**src/rtl/psk_rx_demod_if.sv**
```systemverilog
//==============================================================================
// psk_rx_demod_if : I/Q sample input and bit-decision output bundle (rev 1.0)
//==============================================================================
`default_nettype none

interface psk_rx_demod_if #(
  parameter int DW = 12
);
  logic signed [DW-1:0] ADC_I;
  logic signed [DW-1:0] ADC_Q;
  logic                 is_bpsk;
  logic                 BPSK;
  logic [1:0]           QPSK;
  logic                 vld;

  modport master (
    output ADC_I, ADC_Q, is_bpsk,
    input  BPSK, QPSK, vld
  );

  modport slave (
    input  ADC_I, ADC_Q, is_bpsk,
    output BPSK, QPSK, vld
  );
endinterface

`default_nettype wire

```
**src/rtl/psk_rx_demod.sv**
```systemverilog
//==============================================================================
// psk_rx_demod : BPSK/QPSK integrate-and-dump receiver, zero-crossing timing (rev 1.0)
//==============================================================================
`default_nettype none

module psk_rx_demod #(
  parameter int DW  = 12,
  parameter int SPS = 32
) (
  input  wire logic       clk_16M384,
  input  wire logic       rst_n_16M384,
  psk_rx_demod_if.slave   bus
);
  localparam int CW = $clog2(SPS);
  localparam int AW = DW + CW;
  localparam logic [CW-1:0] CNT_LAST = CW'(SPS - 1);
  localparam logic [CW-1:0] CNT_HALF = CW'(SPS / 2);
  localparam logic [CW-1:0] CNT_ONE  = CW'(1);

  logic [CW-1:0]        cnt_q, cnt_d;
  logic signed [AW-1:0] acc_i_q, acc_i_d, acc_q_q, acc_q_d;
  logic                 prev_i_q, prev_q_q;
  logic                 locked_q, locked_d;
  logic                 bpsk_q, bpsk_d;
  logic [1:0]           qpsk_q, qpsk_d;
  logic                 vld_q, vld_d;

  logic                 sign_i, sign_q, trans;
  logic signed [AW-1:0] ext_i, ext_q, sum_i, sum_q;

  assign sign_i = bus.ADC_I[DW-1];
  assign sign_q = bus.ADC_Q[DW-1];
  assign ext_i  = {{CW{bus.ADC_I[DW-1]}}, bus.ADC_I};
  assign ext_q  = {{CW{bus.ADC_Q[DW-1]}}, bus.ADC_Q};
  assign sum_i  = acc_i_q + ext_i;
  assign sum_q  = acc_q_q + ext_q;
  // In BPSK mode Q carries no symbol information, so only I crossings retime.
  assign trans  = (sign_i != prev_i_q) | (~bus.is_bpsk & (sign_q != prev_q_q));

  always_comb begin
    cnt_d    = cnt_q;
    acc_i_d  = acc_i_q;
    acc_q_d  = acc_q_q;
    locked_d = locked_q;
    bpsk_d   = bpsk_q;
    qpsk_d   = qpsk_q;
    vld_d    = 1'b0;
    if (trans && !locked_q) begin
      locked_d = 1'b1;
      cnt_d    = CNT_ONE;
      acc_i_d  = ext_i;
      acc_q_d  = ext_q;
    end else if (trans && cnt_q >= CNT_HALF) begin
      // Symbol ended early: the current sample already belongs to the next one.
      bpsk_d  = ~acc_i_q[AW-1];
      qpsk_d  = {~acc_i_q[AW-1], ~acc_q_q[AW-1]};
      vld_d   = 1'b1;
      cnt_d   = CNT_ONE;
      acc_i_d = ext_i;
      acc_q_d = ext_q;
    end else if (trans && cnt_q != '0) begin
      cnt_d   = CNT_ONE;
      acc_i_d = ext_i;
      acc_q_d = ext_q;
    end else if (locked_q && cnt_q == CNT_LAST) begin
      bpsk_d  = ~sum_i[AW-1];
      qpsk_d  = {~sum_i[AW-1], ~sum_q[AW-1]};
      vld_d   = 1'b1;
      cnt_d   = '0;
      acc_i_d = '0;
      acc_q_d = '0;
    end else if (locked_q) begin
      cnt_d   = cnt_q + CNT_ONE;
      acc_i_d = sum_i;
      acc_q_d = sum_q;
    end
  end

  always_ff @(posedge clk_16M384 or negedge rst_n_16M384) begin
    if (!rst_n_16M384) begin
      cnt_q    <= '0;
      acc_i_q  <= '0;
      acc_q_q  <= '0;
      prev_i_q <= 1'b0;
      prev_q_q <= 1'b0;
      locked_q <= 1'b0;
      bpsk_q   <= 1'b0;
      qpsk_q   <= 2'b00;
      vld_q    <= 1'b0;
    end else begin
      cnt_q    <= cnt_d;
      acc_i_q  <= acc_i_d;
      acc_q_q  <= acc_q_d;
      prev_i_q <= sign_i;
      prev_q_q <= sign_q;
      locked_q <= locked_d;
      bpsk_q   <= bpsk_d;
      qpsk_q   <= qpsk_d;
      vld_q    <= vld_d;
    end
  end

  assign bus.BPSK = bpsk_q;
  assign bus.QPSK = qpsk_q;
  assign bus.vld  = vld_q;
endmodule

`default_nettype wire

```
**src/flat_wrapper.sv**
```systemverilog
// flat-port wrapper written by rule: the top's interface ports become plain ports
module psk_rx_demod_flat 
#(
  parameter int DW  = 12,
  parameter int SPS = 32
)
  (clk_16M384, rst_n_16M384, bus_ADC_I, bus_ADC_Q, bus_is_bpsk, bus_BPSK, bus_QPSK, bus_vld);
  psk_rx_demod_if #(.DW(DW)) bus_i ();
  input  wire logic clk_16M384;
  input  wire logic rst_n_16M384;
  input wire logic [$bits(bus_i.ADC_I)-1:0] bus_ADC_I;
  input wire logic [$bits(bus_i.ADC_Q)-1:0] bus_ADC_Q;
  input wire logic [$bits(bus_i.is_bpsk)-1:0] bus_is_bpsk;
  output wire logic [$bits(bus_i.BPSK)-1:0] bus_BPSK;
  output wire logic [$bits(bus_i.QPSK)-1:0] bus_QPSK;
  output wire logic [$bits(bus_i.vld)-1:0] bus_vld;
  assign bus_i.ADC_I = bus_ADC_I;
  assign bus_i.ADC_Q = bus_ADC_Q;
  assign bus_i.is_bpsk = bus_is_bpsk;
  assign bus_BPSK = bus_i.BPSK;
  assign bus_QPSK = bus_i.QPSK;
  assign bus_vld = bus_i.vld;
  psk_rx_demod #(.DW(DW), .SPS(SPS)) u_core (.clk_16M384(clk_16M384), .rst_n_16M384(rst_n_16M384), .bus(bus_i));
endmodule
```
**config.mk**
```make
export PLATFORM = sky130hd
export DESIGN_NAME = psk_rx_demod_flat
export DESIGN_NICKNAME = d
export VERILOG_FILES = /design/src/rtl/psk_rx_demod_if.sv /design/src/rtl/psk_rx_demod.sv /design/src/flat_wrapper.sv
export SDC_FILE = /design/constraint.sdc
export NUM_CORES = 1
export LEC_CHECK = 0
export ABC_AREA = 1
export BUFFER_PORTS_ARGS = -buffer_cell sky130_fd_sc_hd__buf_2
export CAP_MARGIN = 20
export CORE_MARGIN = 10
export CORE_UTILIZATION = 40
export CTS_CLUSTER_DIAMETER = 60
export DETAILED_ROUTE_END_ITERATION = 7
export HOLD_SLACK_MARGIN = 0.02
export PLACE_DENSITY = 0.67
export SLEW_MARGIN = 15
export SYNTH_ARGS = -nofsm -noshare
export SYNTH_HDL_FRONTEND = slang
export SYNTH_SLANG_ARGS = --single-unit
```
**constraint.sdc**
```tcl
create_clock -name clk_16M384 -period 3.2 [get_ports clk_16M384]
set_input_delay 0.32 -clock clk_16M384 [delete_from_list [all_inputs] [get_ports clk_16M384]]
set_output_delay 0.32 -clock clk_16M384 [all_outputs]
set_load 0.1 [all_outputs]
```
== Word level (Yosys, flattened, before mapping) ==
Index checks and enable logic that the tools add are counted.
Word-level totals
  input bits: 27
  register bits after elaboration: 46
Operators by class
  $add $sub $neg: 3
  magnitude comparators: 1
  bitwise logic cells: 8
  reductions and logical operators: 9
  equality and inequality tests: 4
  muxes and demuxes: 25
Operators by type and width (number)
  $mux W17: 10
  $add A17 B12 Y17: 2
  $mux W5: 5
  $reduce_bool A5 Y1: 2
  $mux W1: 7
  $mux W2: 3
  $not A1 Y1: 6
  $add A5 B1 Y5 const B: 1
  $eq A5 B5 Y1 const B: 1
  $ge A5 B5 Y1 const B: 1
  $logic_and A1 B1 Y1: 4
  $reduce_and A3 Y1: 1
  $ne A1 B1 Y1: 2
  $ne A2 B1 Y1 const B: 1
  $reduce_bool A2 Y1: 1
  $and A1 B1 Y1: 1
  $logic_not A1 Y1: 1
  $or A1 B1 Y1: 1

== Longest topological paths before layout ==
Gate-level depths: netlist of the first run.
  word-level depth: 7
  depth in mapped cells: 12

== Worst setup path before layout of the first run ==
No wires, ideal clock.
  kind: reg-to-reg
  from: register u_core.acc_q_q[0]
  to: register u_core.acc_q_q[10]
  path buffers: 0
  cell stages (with the launch flop): 11
  setup slack: 1398 ps
  data arrival time: 1682 ps
  library setup time: 120 ps
  cell sequence: dfrtp_1 ha_1 fa_1 nand2_1 nand3_1 nand3b_1 nand2_1 a21oi_1 a21oi_2 o21ai_1 nand2_1
Between the ends
  cells in the longest elaborated chain, start to end: 6
RTL lines
  from (decl): RTL line psk_rx_demod.sv:21  | logic signed [AW-1:0] acc_i_q, acc_i_d, acc_q_q, acc_q_d;
  from (signal assigned): RTL line psk_rx_demod.sv:93  | acc_q_q <= acc_q_d;
  $add A17 B12 Y17: RTL line psk_rx_demod.sv:36  | assign sum_q = acc_q_q + ext_q;
  $mux W17: RTL line psk_rx_demod.sv:72  | end else if (locked_q) begin
  $mux W17: RTL line psk_rx_demod.sv:65  | end else if (locked_q && cnt_q == CNT_LAST) begin
  $mux W17: RTL line psk_rx_demod.sv:61  | end else if (trans && cnt_q != '0) begin
  $mux W17: RTL line psk_rx_demod.sv:53  | end else if (trans && cnt_q >= CNT_HALF) begin
  $mux W17: RTL line psk_rx_demod.sv:48  | if (trans && !locked_q) begin
Every way passes these cells. The select of a mux whose other input is x is not followed.
A chain may end at the register's enable or synchronous reset.

== Worst setup path after layout of the first run ==
  from: register u_core.acc_q_q[0]
  to: register u_core.qpsk_q[0], in the netlist u_core.bus.QPSK[0]
Between the ends
  cells in the longest elaborated chain, start to end: 5
RTL lines
  $add A17 B12 Y17: RTL line psk_rx_demod.sv:36
  $not A1 Y1: RTL line psk_rx_demod.sv:67  | qpsk_d = {~sum_i[AW-1], ~sum_q[AW-1]};
  $mux W2: RTL line psk_rx_demod.sv:65
  $mux W2: RTL line psk_rx_demod.sv:61
  $mux W2: RTL line psk_rx_demod.sv:53
  to (signal assigned): RTL line psk_rx_demod.sv:98  | qpsk_q <= qpsk_d;
  to (decl): RTL line psk_rx_demod.sv:25  | logic [1:0] qpsk_q, qpsk_d;
Every way passes these cells. The select of a mux whose other input is x is not followed.

==> results.yml, run 1 <==
timing:
  min_period_ns: 2.05
  setup_viol: 0
  worst_pin_slew_ns: 0.614
  final.setup_skew_ns: 0.00962
  finalCritPeriodShare: 0.640
  grt_setup_unrepaired: "false"
  hold_viol: 0
  setup_tns_ns: 0
  slew_headroom: 0.590
  max_freq_mhz: 488
  slew_violations: 0
flow_run:
  timing.max_cap.violations: 0
yosys:
  synth_nets: 683
  seq_area_frac_synth: 0.274
  synthAdderAreaFrac: 0.116
  ys.flop_type: "dfrtp_1"
  synth_compound_area_frac: 0.106
  synth_xor_area_frac: 0.0316
  yosys.area_share.simple: 0.360
  syn_area_um2: 4120
  synth_mux_area_frac: 0
  synth_top_family_by_area: "simple AND/OR/NAND/NOR gates"
  ys_ff_latch: 45
  avgSynthCellArea_um2: 6.65
  synthesis.instances: 619
  synth-edff-count: 0
  async_reset_ff_frac: 1.00
  ys_warn_count: 0
  synth_cell_types: 40
route:
  wl_per_cell_um: 12.8
  drt_iter0_drc: 159
  drcViolationCount: 0
  drt_pass1_iterations: 5
  via_per_inst: 4.86
  wirelength_mm: 10.0
  via_count: 3797
  ant_nets: 0
status:
  status: "finished clean"
critical_path:
  worst-setup-path-type: "reg -> reg"
  cp-end-kind: "flop"
  crit_family: "simple AND/OR/NAND/NOR gates"
  startpoint_type: "flop"
  critPathMaxStageDelay_ns: 0.40
  path_common_cell: "nand2_1"
  crit_arrival_ns: 2.25
  worst_path_max_delay_cell: "dfrtp_1"
  critPathBufInv: 0
  path_max_fanout: 4
  cp_cell_sequence: "ha_1 > fa_1 > nand2_1 > nand3_1 > nand3_1 > nand2_1 > nand3_1 > nand2_1 > nand2_1 > nand3_1 > nand2_1 > nand2_1"
  required_ns: 3.40
grt:
  grt_max_degree: 46
  grt_antenna_before_repair: 0
  grt_usage: 0.140
  overflow: 0
  grt_pass1_wl_mm: 17.4
  grt_pass1_vias: 3786
placement:
  portBuffers: 30
  postPlaceCellArea_um2: 4360
  place.gp.congestion: 0.880
  dpl.hpwl_mm: 7.60
  numPlacedInstances: 774
clock_network:
  post_cts_resize_count: 0
  numCtsBuffers: 5
  htreeDepth: 2
  postCtsSetupRepairBufs: 0
  cts_buffer_depth: 2
  path_clk_slew_ns: 0.10
  cts_root_buffer: "clkbuf_8"
  tritoncts: "yes"
  cts.sinks: 45
  clkLatencyLatePin_ns: 0.31
  cts.hold.buffers_added: 0
floorplanning:
  rows: 36
  die_h_um: 121
  coreArea_um2: 9910
  die-area_um2: 14700
  start_util: 0.415
  dieWidth_um: 121
  ios: 31
cells_and_area:
  nets: 712
  drive_gt1_frac: 0.102
  stdcell_area_um2: 4480
  fin_cells: 782
  n_antenna_cell: 0
  synthToLayoutAreaGrowth_pct: 8.97
pwr:
  p_per_area_nw_per_um2: 922
  ir_drop_v: 0.000390
  p_leak_nw: 2.50
worst_hold_path:
  hold_path_class: "in -> async"
-- where the power goes --
part,total (mW),switching [mW],internal (mW)
clock network,0.477,0.223,0.255
logic,2.67,1.69,0.984
registers,0.987,0.162,0.825
total,4.13,2.07,2.06
-- sequential cells by signal (all words and copies together), names as in the netlist --
| name | count |
|---|---|
| u_core.acc_i_q | 17 |
| u_core.acc_q_q | 17 |
| u_core.cnt_q | 5 |
| u_core.bus.QPSK | 2 |
| u_core.bus.vld | 1 |
| u_core.locked_q | 1 |
| u_core.prev_i_q | 1 |
| u_core.prev_q_q | 1 |
-- cell type report --
cell class	instances	area, um^2
Clock buffer	6	82.6
Clock inverter	2	37.5
Fill cell	1077	5430
Inverter	99	384
Multi-Input combinational cell	466	2530
Sequential cell	45	1130
Tap cell	133	166
Timing Repair Buffer	31	160
-- cells in the mapped netlist, types with 2 or more instances --
cell type	n	area (um^2)
nand2_1	222	833
inv_1	92	345
nand3_1	47	235
dfrtp_1	45	1130
nor2_1	39	146
a21oi_1	37	185
ha_1	35	438
o21ai_0	11	55.1
nand3b_1	8	60.1
xnor2_1	8	70.1
o211ai_1	7	52.6
nand3_2	6	60.1
nor3_1	5	25.0
xor2_1	5	43.8
a31oi_1	4	25.0
buf_2	4	20.0
a22o_1	3	26.3
and2_1	3	18.8
buf_4	3	22.5
inv_4	3	18.8
nand2_2	3	18.8
o21ai_1	3	15.0
a21oi_2	2	17.5
fa_1	2	40.0
inv_2	2	7.51
nand2_4	2	22.5
nor2_4	2	22.5
o21bai_1	2	15.0
o22ai_1	2	12.5
or2_2	2	12.5
-- cell usage in the layout, fill, tap and decap left out, types with 4 or more instances in the layout --
cell	instances
a21oi_1	37
a31oi_1	4
buf_2	29
clkbuf_8	6
dfrtp_1	45
ha_1	35
inv_1	92
nand2_1	222
nand3_1	47
nand3_2	6
nand3b_1	8
nor2_1	39
nor3_1	5
o211ai_1	7
o21ai_0	11
xnor2_1	8
xor2_1	5
-- cell families after synthesis --
| group | after synthesis |
|---|---|
| AND/OR/NAND/NOR | 341 |
| AO/OA/AOI/OAI | 74 |
| adder cells (fa/ha/maj) | 37 |
| buffers and inverters | 108 |
| XOR/XNOR | 14 |
| flip-flops | 45 |
-- routing by layer --
layer | up-vias | routed length, um | GRT usage
met5 | - | 0 | 0
met4 | 0 | 75 | 0.0358
met3 | 6 | 404 | 0.0223
met2 | 55 | 4950 | 0.245
met1 | 1711 | 4610 | 0.174
li1 | 2025 | - | -
-- worst register-to-register path, delay by kind of cell, from the launching register on --
family / cells / cell delay [ns]
adders and majority gates: 2 / 0.63
DFF: 1 / 0.40
and+or+nand+nor: 10 / 0.92
-- final timing paths --
kind / startpoint / end / slack (ns) / depth (start not counted)
max reg2reg: u_core.acc_q_q[0]$_DFFE_PN0P_ / u_core.bus.QPSK[0]$_DFFE_PN0P_ / 1.15 / 12
max: u_core.acc_q_q[0]$_DFFE_PN0P_ / u_core.bus.QPSK[0]$_DFFE_PN0P_ / 1.15 / 12
min: rst_n_16M384 / u_core.acc_q_q[7]$_DFFE_PN0P_ / 0.009 / 1
min reg2reg: u_core.bus.QPSK[0]$_DFFE_PN0P_ / u_core.bus.QPSK[0]$_DFFE_PN0P_ / 0.49 / 2
min in group clk_16M384: bus_ADC_Q[8] / u_core.acc_q_q[8]$_DFFE_PN0P_ / 0.24 / 3
max in group asynchronous: rst_n_16M384 / u_core.prev_q_q$_DFF_PN0_ / 2.77 / 1
-- metrics by stage --
step | util | setup WS (ns) | power, mW | hold WS (ns)
finish | 0.453 | 1.15 | 4.13 | 0.00876
global route | 0.453 | 0.953 | 4.62 | 0.0545
CTS | 0.452 | 1.16 | 4.16 | 0.238
detailed placement | 0.440 | 1.11 | 3.66 | 0.469
global placement | 0.440 | 1.17 | 3.59 | 0.472
floorplan | - | 1.40 | 3.14 | 0.0244
Power figures use the tool's default switching activity.
==> run 2, diff against run 1 <==
Settings changed: PLACE_DENSITY 0.67 to 0.69.
Clock period 3.2 ns to 1.7 ns, I/O delays scaled along.
==> results.yml, run 2 (synthesis gave the netlist of run 1 again) <==
status:
  status: "finished, violations left"
  violations: "negative setup slack"
cells_and_area:
  final_cell_mix: "196 x nand2_1, 86 x inv_1, 44 x dfrtp_1"
  n_antenna_cell: 0
  reg_top3: "u_core.acc_i_q: 17 flops, u_core.acc_q_q: 17 flops, u_core.cnt_q: 5 flops"
  final_util: 0.562
  final_common_cell: "nand2_1"
  synthToLayoutAreaGrowth_pct: 35.4
  nFillCells: 884
  fin_cells: 829
  drive_gt1_frac: 0.318
  nets: 759
clock_network:
  cts_buffer_depth: 2
  cts_root_buffer: "clkbuf_8"
  path_clk_slew_ns: 0.09
  clkLatencyLatePin_ns: 0.31
  htreeDepth: 2
  tritoncts: "yes"
  numCtsBuffers: 5
  cts.sinks: 45
timing:
  hold_viol: 0
  max_freq_mhz: 550
  setup_ws_ns: -0.120
  slew_violations: 0
  setup_viol: 17
  grt_setup_unrepaired: "true"
  worst_pin_slew_ns: 0.499
  min_period_ns: 1.82
  finalCritPeriodShare: 1.07
  final.setup_skew_ns: 0.00609
  slew_headroom: 0.670
placement:
  place.gp.congestion: 0.884
  numPlacedInstances: 803
  pre_cts_ws_ns: -0.144
  dpl.hpwl_mm: 8.10
  portBuffers: 30
grt:
  grt_usage: 0.147
  grt_pass1_vias: 4127
  grt_antenna_before_repair: 0
  overflow: 0
  grt_max_degree: 46
  grt_pass1_wl_mm: 18.2
pwr:
  seqPwrFrac: 0.201
  ir_drop_v: 0.000773
  p_int_mw: 5.07
  p_comb_frac: 0.720
  p_sw_frac: 0.493
  p_leak_nw: 2.82
  p_sw_mw: 4.92
  p_per_area_nw_per_um2: 1790
  clkPwrFrac: 0.079
worst_hold_path:
  min-delay-start: "bus_ADC_Q[0]"
  hold_path_class: "in -> reg"
critical_path:
  path_max_fanout: 3
  timing.rr.start: "u_core.acc_q_q[0]$_DFFE_PN0P_"
  worst_path_max_delay_cell: "dfrtp_1"
  crit_arrival_ns: 2.05
  worst-setup-path-type: "reg -> reg"
  cp_cell_sequence: "ha_2 > fa_2 > nand2_2 > nand3_4 > buf_4 > buf_6 > nand3_1 > nand3_2 > a31oi_1"
  critical_path.startpoint: "u_core.acc_q_q[0]$_DFFE_PN0P_"
  critPathMaxStageDelay_ns: 0.40
  cp-end-kind: "flop"
  required_ns: 1.93
  startpoint_type: "flop"
flow_run:
  timing.max_cap.violations: 0
floorplanning:
  dieWidth_um: 121
  start_util: 0.415
  ios: 31
  die_h_um: 121
  die-area_um2: 14700
  coreArea_um2: 9910
  rows: 36
route:
  via_count: 4266
  drt_iter0_drc: 197
  wirelength_mm: 12.2
  drcViolationCount: 0
  ant_nets: 0
  via_per_inst: 5.15
  drt_pass1_iterations: 4
  wl_per_cell_um: 14.7
[run 2: worst paths after layout]
kind / to / slack, ns / depth (start not counted)
min in group asynchronous: u_core.acc_q_q[7]$_DFFE_PN0P_ / 0.37 / 3
max in group asynchronous: u_core.acc_i_q[8]$_DFFE_PN0P_ / 1.10 / 3
max reg2reg: u_core.acc_q_q[4]$_DFFE_PN0P_ / -0.12 / 9
max: u_core.acc_q_q[4]$_DFFE_PN0P_ / -0.12 / 9
min: u_core.acc_q_q[0]$_DFFE_PN0P_ / 0.10 / 3
min reg2reg: u_core.bus.QPSK[0]$_DFFE_PN0P_ / 0.52 / 2
[run 2: final cells by class]
class	instances	area [um^2]	share of cell area
multi-input cells	466	3170	0.568
flip-flops and latches	45	1130	0.202
repair buffers	77	583	0.105
inverters	99	418	0.0750
well taps	133	166	0.0299
clock buffers	7	96.3	0.0173
repair inverters	1	8.76	0.00157
clock inverters	1	5.00	0.000898
[run 2: power groups by stage]
stage / Sequential (mW) / Combinational (mW) / Clock (mW)
3_3_place_gp: 1.86 / 5.31 / 0
2_1_floorplan: 1.91 / 4.03 / 0
5_1_grt: 2.06 / 7.97 / 0.837
6_report: 2.01 / 7.19 / 0.791
3_5_place_dp: 1.88 / 5.43 / 0
4_1_cts: 1.86 / 5.70 / 0.802
[run 2: per-layer routing]
metal  vias to the layer above  GRT usage  share of wire
met5                         -          0              0
met4                         0     0.0432          0.024
met3                        24     0.0219          0.034
met2                        86      0.266           0.52
met1                      2038      0.174           0.42
li1                       2118          -              -
[run 2: per-stage QoR]
step | hold slack (ns) | cell area, um^2 | power (mW) | setup TNS, ns
2_1_floorplan | -0.126 | 4130 | 5.94 | 0
3_3_place_gp | 0.177 | 4630 | 7.17 | -0.651
3_5_place_dp | 0.181 | 4630 | 7.32 | -1.79
4_1_cts | 0.0817 | 4870 | 8.37 | -0.412
5_1_grt | 0.106 | 5570 | 10.9 | -3.94
6_report | 0.105 | 5570 | 9.99 | -1.01
[run 2: critical path, delay by kind of cell, from the launching register on]
kind	cells	cell delay [ns]
adder cells (fa/ha/maj)	2	0.55
flip-flops	1	0.40
AND/OR/NAND/NOR	4	0.36
buffers and inverters	2	0.25
AO/OA/AOI/OAI	1	0.17
[run 2: repair_timing]
item | in CTS | in global routing
gates resized for setup | 31 | 108
pin swaps | 8 | 27
hold buffers | 1 | 0
setup endpoints to repair | 32 | 39
gates cloned | 0 | 1
endpoints found under the hold margin | 45 | 0
setup buffers | 5 | 12
